<file path="config.mk">
export PLATFORM = sky130hd
export DESIGN_NAME = uart_frame_parser
export DESIGN_NICKNAME = d
export VERILOG_FILES = /design/src/rtl/uart_frame_parser.sv
export SDC_FILE = /design/constraint.sdc
export NUM_CORES = 1
export LEC_CHECK = 0
export ABC_CLOCK_PERIOD_IN_PS = 3600
export BUFFER_PORTS_ARGS = -buffer_cell sky130_fd_sc_hd__clkbuf_2
export CAP_MARGIN = 10
export CORE_ASPECT_RATIO = 1.25
export CORE_MARGIN = 4
export CORE_UTILIZATION = 25
export CTS_CLUSTER_DIAMETER = 120
export CTS_CLUSTER_SIZE = 25
export DETAILED_ROUTE_END_ITERATION = 10
export HOLD_SLACK_MARGIN = 0.12
export SYNTH_ARGS = -nofsm -noshare
export SYNTH_HDL_FRONTEND = slang
export SYNTH_SLANG_ARGS = --single-unit
</file>
<file path="constraint.sdc">
create_clock -name clk -period 3.6 [get_ports clk]
set_input_delay 0.54 -clock clk [delete_from_list [all_inputs] [get_ports clk]]
set_output_delay 0.54 -clock clk [all_outputs]
set_load 0.02 [all_outputs]
</file>
<file path="src/rtl/uart_frame_parser.sv">
// Byte-stream frame decoder: hunts for a sync word, decodes a LEN/CMD/ADDR header and
// streams payload bytes to a consumer through a first-word-fall-through FIFO.
module uart_frame_parser #(
  parameter logic [31:0] SYNC_WORD      = 32'hDEADBEEF,
  parameter int unsigned FIFO_AW        = 4,
  parameter logic [23:0] TIMEOUT_CYCLES = 24'd5000000
) (
  input  logic        clk,
  input  logic        reset_n,
  input  logic        rx_ready,
  input  logic [7:0]  rx_data,
  output logic        hdr_valid,
  output logic [7:0]  hdr_cmd,
  output logic [15:0] hdr_len,
  output logic [31:0] hdr_addr,
  output logic [7:0]  pay_data,
  output logic        pay_valid,
  input  logic        pay_ready,
  output logic        pay_last,
  output logic        busy,
  output logic        overrun,
  output logic        timeout
);

  localparam int unsigned DEPTH = 1 << FIFO_AW;
  localparam int unsigned CW    = FIFO_AW + 1;

  localparam logic [2:0] HUNT    = 3'd0;
  localparam logic [2:0] LEN_L   = 3'd1;
  localparam logic [2:0] LEN_H   = 3'd2;
  localparam logic [2:0] CMD     = 3'd3;
  localparam logic [2:0] ADDR    = 3'd4;
  localparam logic [2:0] PAYLOAD = 3'd5;

  logic [2:0]  state_q, state_d;
  logic [1:0]  m_q, m_d;
  logic [1:0]  ab_q, ab_d;
  logic [15:0] rem_q, rem_d;
  logic [15:0] len_q, len_d;
  logic [7:0]  cmd_q, cmd_d;
  logic [23:0] addr_q, addr_d;
  logic [23:0] idle_q;
  logic [7:0]  sync_b;
  logic        hdr_load, fifo_wr, wr_last, tmo_hit, busy_d;

  logic [8:0]         mem [DEPTH];
  logic [FIFO_AW-1:0] wr_ptr_q, rd_ptr_q;
  logic [CW-1:0]      count_q;
  logic               full, push, pop;

  always_comb begin
    case (m_q)
      2'd0:    sync_b = SYNC_WORD[31:24];
      2'd1:    sync_b = SYNC_WORD[23:16];
      2'd2:    sync_b = SYNC_WORD[15:8];
      default: sync_b = SYNC_WORD[7:0];
    endcase
  end

  // Next-state and datapath control
  always_comb begin
    state_d  = state_q;
    m_d      = m_q;
    ab_d     = ab_q;
    rem_d    = rem_q;
    len_d    = len_q;
    cmd_d    = cmd_q;
    addr_d   = addr_q;
    hdr_load = 1'b0;
    fifo_wr  = 1'b0;
    wr_last  = 1'b0;
    tmo_hit  = busy && !rx_ready && (idle_q == TIMEOUT_CYCLES - 24'd1);
    if (tmo_hit) begin
      state_d = HUNT;
      m_d     = 2'd0;
      ab_d    = 2'd0;
    end else if (rx_ready) begin
      case (state_q)
        HUNT: begin
          if (rx_data == sync_b) begin
            if (m_q == 2'd3) begin
              state_d = LEN_L;
              m_d     = 2'd0;
            end else begin
              m_d = m_q + 2'd1;
            end
          end else begin
            m_d = (rx_data == SYNC_WORD[31:24]) ? 2'd1 : 2'd0;
          end
        end
        LEN_L: begin
          len_d[7:0] = rx_data;
          state_d    = LEN_H;
        end
        LEN_H: begin
          len_d[15:8] = rx_data;
          state_d     = CMD;
        end
        CMD: begin
          cmd_d   = rx_data;
          ab_d    = 2'd0;
          state_d = ADDR;
        end
        ADDR: begin
          addr_d = {addr_q[15:0], rx_data};
          ab_d   = ab_q + 2'd1;
          if (ab_q == 2'd3) begin
            hdr_load = 1'b1;
            rem_d    = len_q;
            state_d  = (len_q == 16'd0) ? HUNT : PAYLOAD;
          end
        end
        PAYLOAD: begin
          fifo_wr = 1'b1;
          wr_last = (rem_q == 16'd1);
          if (rem_q != 16'd0) rem_d = rem_q - 16'd1;
          if (rem_q <= 16'd1) state_d = HUNT;
        end
        default: state_d = HUNT;
      endcase
    end
    busy_d = (state_d != HUNT) || (m_d != 2'd0);
  end

  always_ff @(posedge clk or negedge reset_n) begin
    if (!reset_n) begin
      state_q   <= HUNT;
      m_q       <= 2'd0;
      ab_q      <= 2'd0;
      rem_q     <= 16'd0;
      len_q     <= 16'd0;
      cmd_q     <= 8'd0;
      addr_q    <= 24'd0;
      idle_q    <= 24'd0;
      busy      <= 1'b0;
      hdr_valid <= 1'b0;
      hdr_cmd   <= 8'd0;
      hdr_len   <= 16'd0;
      hdr_addr  <= 32'd0;
      overrun   <= 1'b0;
      timeout   <= 1'b0;
    end else begin
      state_q   <= state_d;
      m_q       <= m_d;
      ab_q      <= ab_d;
      rem_q     <= rem_d;
      len_q     <= len_d;
      cmd_q     <= cmd_d;
      addr_q    <= addr_d;
      busy      <= busy_d;
      hdr_valid <= hdr_load;
      timeout   <= tmo_hit;
      if (hdr_load) begin
        hdr_len  <= len_q;
        hdr_cmd  <= cmd_q;
        hdr_addr <= {addr_q, rx_data};
      end
      if (rx_ready || !busy || tmo_hit) idle_q <= 24'd0;
      else                             idle_q <= idle_q + 24'd1;
      if (hdr_load)                 overrun <= 1'b0;
      else if (fifo_wr && !push)    overrun <= 1'b1;
    end
  end

  // Payload FIFO; a full FIFO still accepts a write when the head pops in the same cycle
  assign full      = (count_q == CW'(DEPTH));
  assign pay_valid = (count_q != CW'(0));
  assign pop       = pay_valid && pay_ready;
  assign push      = fifo_wr && (!full || pop);
  assign pay_data  = pay_valid ? mem[rd_ptr_q][7:0] : 8'd0;
  assign pay_last  = pay_valid && mem[rd_ptr_q][8];

  always_ff @(posedge clk) begin
    if (push) mem[wr_ptr_q] <= {wr_last, rx_data};
  end

  always_ff @(posedge clk or negedge reset_n) begin
    if (!reset_n) begin
      wr_ptr_q <= '0;
      rd_ptr_q <= '0;
      count_q  <= '0;
    end else begin
      if (push) wr_ptr_q <= wr_ptr_q + FIFO_AW'(1);
      if (pop)  rd_ptr_q <= rd_ptr_q + FIFO_AW'(1);
      case ({push, pop})
        2'b10:   count_q <= count_q + CW'(1);
        2'b01:   count_q <= count_q - CW'(1);
        default: count_q <= count_q;
      endcase
    end
  end

endmodule

</file>
==> metrics.md <==
| Metric | Value |
|---|---|
| IO Port Bufs | `81` |
| Syn_area_per_cell | `15.3 µm²` |
| Num rows | `94` |
| Number of global-route vias before repair | `7686` |
| Depth of the CTS H-tree | `1` |
| First-pass GRT wire length | `46.2 mm` |
| Kind of end point of the critical path | `output port` |
| Gate power share | `32.0%` |
| Final instance area | `14900 µm²` |
| Nets@finish | `979` |
| Critical Path Source | `rd_ptr_q[0]$_DFFE_PN0P_` |
| Worst path top cell family by delay | `multiplexers` |
| Post-synth ARST share | `53.8%` |
| Layout cells sized above 1 | `31.2%` |
| Total track usage | `10.2%` |
| Post-synth top cells | `168 x dfrtp_1, 144 x edfxtp_1, 105 x mux2_2` |
| Slew at the pin closest to its max-slew limit | `1.01 ns` |
| Placeable core area | `52600 µm²` |
| Max-cap violations | `0` |
| Cells after synthesis | `865` |
| Crit path time final | `3.21 ns` |
| TritonRoute pass-1 iters | `4` |
| Sink Count | `312` |
| Most common cell in the netlist | `dfrtp_1` |
| Simple-gate share of the synthesized area | `9.25%` |
| Final non-filler cell total | `1629` |
| Chip height | `265 µm` |
| CTS Buf Count | `16` |
| Unique masters post-synth | `72` |
| Buf/Inv on CP | `2` |
| Worst Hold Class | `in2reg` |
| Critical Path Start Type | `flop` |
| Io pins | `82` |
| Largest net degree at the start of global routing | `80` |
| Max FO, Critical Path | `21` |
| Worst rel slew slack | `32.5%` |
| Cts repair resizes | `0` |
| Crit path DAT | `2.67 ns` |
| CTS tree | `built` |
| RSZ-0062 raised after global routing | `no` |
| Setup CP Type | `reg2out` |
| Post-synth top flop | `dfrtp_1` |
| Sequential area share after synthesis | `64.3%` |
| Via count | `7363` |
| Switching part of the total | `33.7%` |
| Initial Util | `25.2%` |
| Final Cycle Share | `89.2%` |
| Max incr delay on CP | `0.59 ns` |
| Area share of the largest cell type after synthesis | `32.6%` |
| Clock buffer depth | `3` |
| Final setup fails | `0` |
| Post-route ant nets | `0` |
| Placed instance area | `14500 µm²` |
| Clock network fraction of total power | `19.5%` |
| Post-route DRC | `0` |
| Adder-cell share of the synthesized area | `1.94%` |
| Initial antenna violation count | `1` |
| Most used cell, CP | `mux4_2` |
| Critical path's slowest cell | `mux4_2` |
| Layout area overhead | `12.7%` |
| Status | `complete, no violations` |
| Peak VDD IR | `0.375 mV` |
| Crit path cell chain | `buf_4, mux4_2, mux4_2, and2_1, clkbuf_2` |
| Leakage power | `5.83 nW` |
| Synth area leader | `edfxtp_1` |
| Mapped Area | `13300 µm²` |
| Synthesized flop and latch total | `312` |
| Die ar. | `56800 µm²` |
| Ys Warns | `0` |
| Width of the die | `214 µm` |
| Fmax | `311 MHz` |
| Post-synthesis xor/xnor area fraction | `2.25%` |
| Gpl congestion | `0.785` |
| Final Max Slew Viols | `0` |
| Final TNS setup | `0 ns` |
| CP Data Required Time | `3.06 ns` |
| Hold Startpoint | `rx_ready` |
| Largest family of logic cells by synthesized area | `multiplexers` |
| Vias per cell | `4.52` |
| Worst-path clk slew | `0.11 ns` |
| DP Cell Count | `1600` |
| DR iter-0 viols | `508` |
| Post-synthesis mux area share | `16.7%` |
| Synthesized net count | `897` |
| GRT overflow | `0` |
| Skew-Pair Late Insertion Delay | `0.52 ns` |
| Launching point of the worst reg2reg path | `count_q[1]$_DFFE_PN0P_` |
| Post-synthesis compound-gate area fraction | `3.65%` |
| Final hold viol count | `0` |
| Final Skew | `0.0293 ns` |
| Synth area leaders | `edfxtp_1 33%, dfrtp_1 32%, mux2_2 8.9%` |
| Reg power frac | `48.5%` |
| Internal | `6.76 mW` |
| Clock Root Buffer | `clkbuf_16` |
| EDFF count, synth | `144` |
| Pwr Total | `10.2 mW` |
| DR WL/cell | `17.9 µm` |
| Final wirelength | `29.2 mm` |
| Pwr Density | `683 nW/µm²` |
| Post-DP HPWL | `19.9 mm` |
| Switch Pwr | `3.44 mW` |
[power groups by stage]
| stage | logic [mW] | registers (mW) | clock network (mW) |
|---|---|---|---|
| floorplan | 2.23 | 5.05 | 0 |
| global placement | 3.27 | 5.02 | 0 |
| detailed placement | 3.33 | 5.04 | 0 |
| CTS | 3.34 | 4.96 | 2.10 |
| global route | 3.58 | 5.06 | 2.22 |
| finish | 3.26 | 4.94 | 1.99 |
[cell families after synthesis]
group | Yosys count
AOI/OAI and AO/OA | 78
xor gates and xnor gates | 34
adders and majority gates | 20
buffers and inverters | 50
DFF | 312
muxes | 152
and+or+nand+nor | 219
[final cells by class]
class	count	area, µm²
multi-input cells	503	4490
clock inverters	3	32.5
repair buffers	100	559
flip-flops and latches	312	8530
well taps	672	841
clock buffers	23	427
diodes	2	5.00
inverters	14	55.1
fillers	5238	37600
[stage by stage]
step                      hold slack [ns]  util [%]  worst slack [ns]
after global routing                0.469      28.4             0.257
after CTS                           0.434      28.4             0.302
after floorplan                     0.244         -             0.918
after global placement              0.469      27.5             0.611
final                               0.464      28.4             0.388
after detailed placement            0.470      27.5             0.601
[sequential cells by signal, summed over array words and instances, names as in the netlist, 4 cells and up]
signal	flops
hdr_addr	32
rem_q	16
idle_q	24
hdr_len	16
wr_ptr_q	4
count_q	5
cmd_q	8
addr_q	24
hdr_cmd	8
len_q	16
mem	144
rd_ptr_q	4
[timing repair]
item | in CTS | in global routing
endpoints found under the setup margin | 0 | 0
hold buffers | 1 | 0
buffers inserted | 0 | 0
endpoints found under the hold margin | 73 | 0
[worst reg2reg max path, stage by stage, from the launching register on]
cell      delay (ns)
dfrtp_1         0.42
or4_1           0.56
or2_2           0.40
and2_1          0.23
nand2_1         0.13
inv_1           0.11
ha_1            0.33
nor2b_1         0.14
o21ai_0         0.14
nand2b_1        0.08
nand3_1         0.08
o21ai_0         0.11
xor2_1          0.16
[cell usage in the layout, fill, tap and decap left out, types with 2 or more instances in the layout]
cell         n
edfxtp_1   144
and3_1       9
nand4_1      9
and3_2       3
xnor2_1     17
a31oi_1      2
clkbuf_2    80
nor2_1      59
inv_1       13
o22a_1       5
nor3_2       2
o21ai_0     32
or2_2        4
o21ba_2      2
mux2_2     105
xor2_1      17
dfrtp_1    167
diode_2      2
a21oi_1     19
nor2b_1      6
clkbuf_1     7
ha_1        19
clkbuf_16   16
nor3b_1      3
nor4_1       9
nor3_1       9
a22oi_1      3
mux4_2      45
nor4_2       2
and2_1      28
nand3_1     15
nand2b_1     4
buf_4       18
nor4b_1      3
nand2_1     36
[metal layers]
| metal | routed length, µm | vias up | GRT usage, % |
|---|---|---|---|
| li1 | - | 3380 | - |
| met1 | 12900 | 3835 | 13.4 |
| met2 | 14700 | 121 | 17.7 |
| met3 | 970 | 27 | 1.47 |
| met4 | 579 | 0 | 2.79 |
| met5 | 0 | - | 0 |
[final timing paths]
check / end / slack [ns] / depth (start not counted)
worst max register to register: count_q[4]$_DFFE_PN0P_ / 0.59 / 12
worst min register to register: count_q[4]$_DFFE_PN0P_ / 0.49 / 1
min in group asynchronous: timeout$_DFF_PN0_ / 0.61 / 2
max in group asynchronous: hdr_addr[7]$_DFFE_PN0P_ / 2.05 / 3
worst max-delay path: pay_data[1] / 0.39 / 5
worst min-delay path: ab_q[1]$_DFFE_PN0P_ / 0.46 / 3
(Power assumes the default switching activity.)
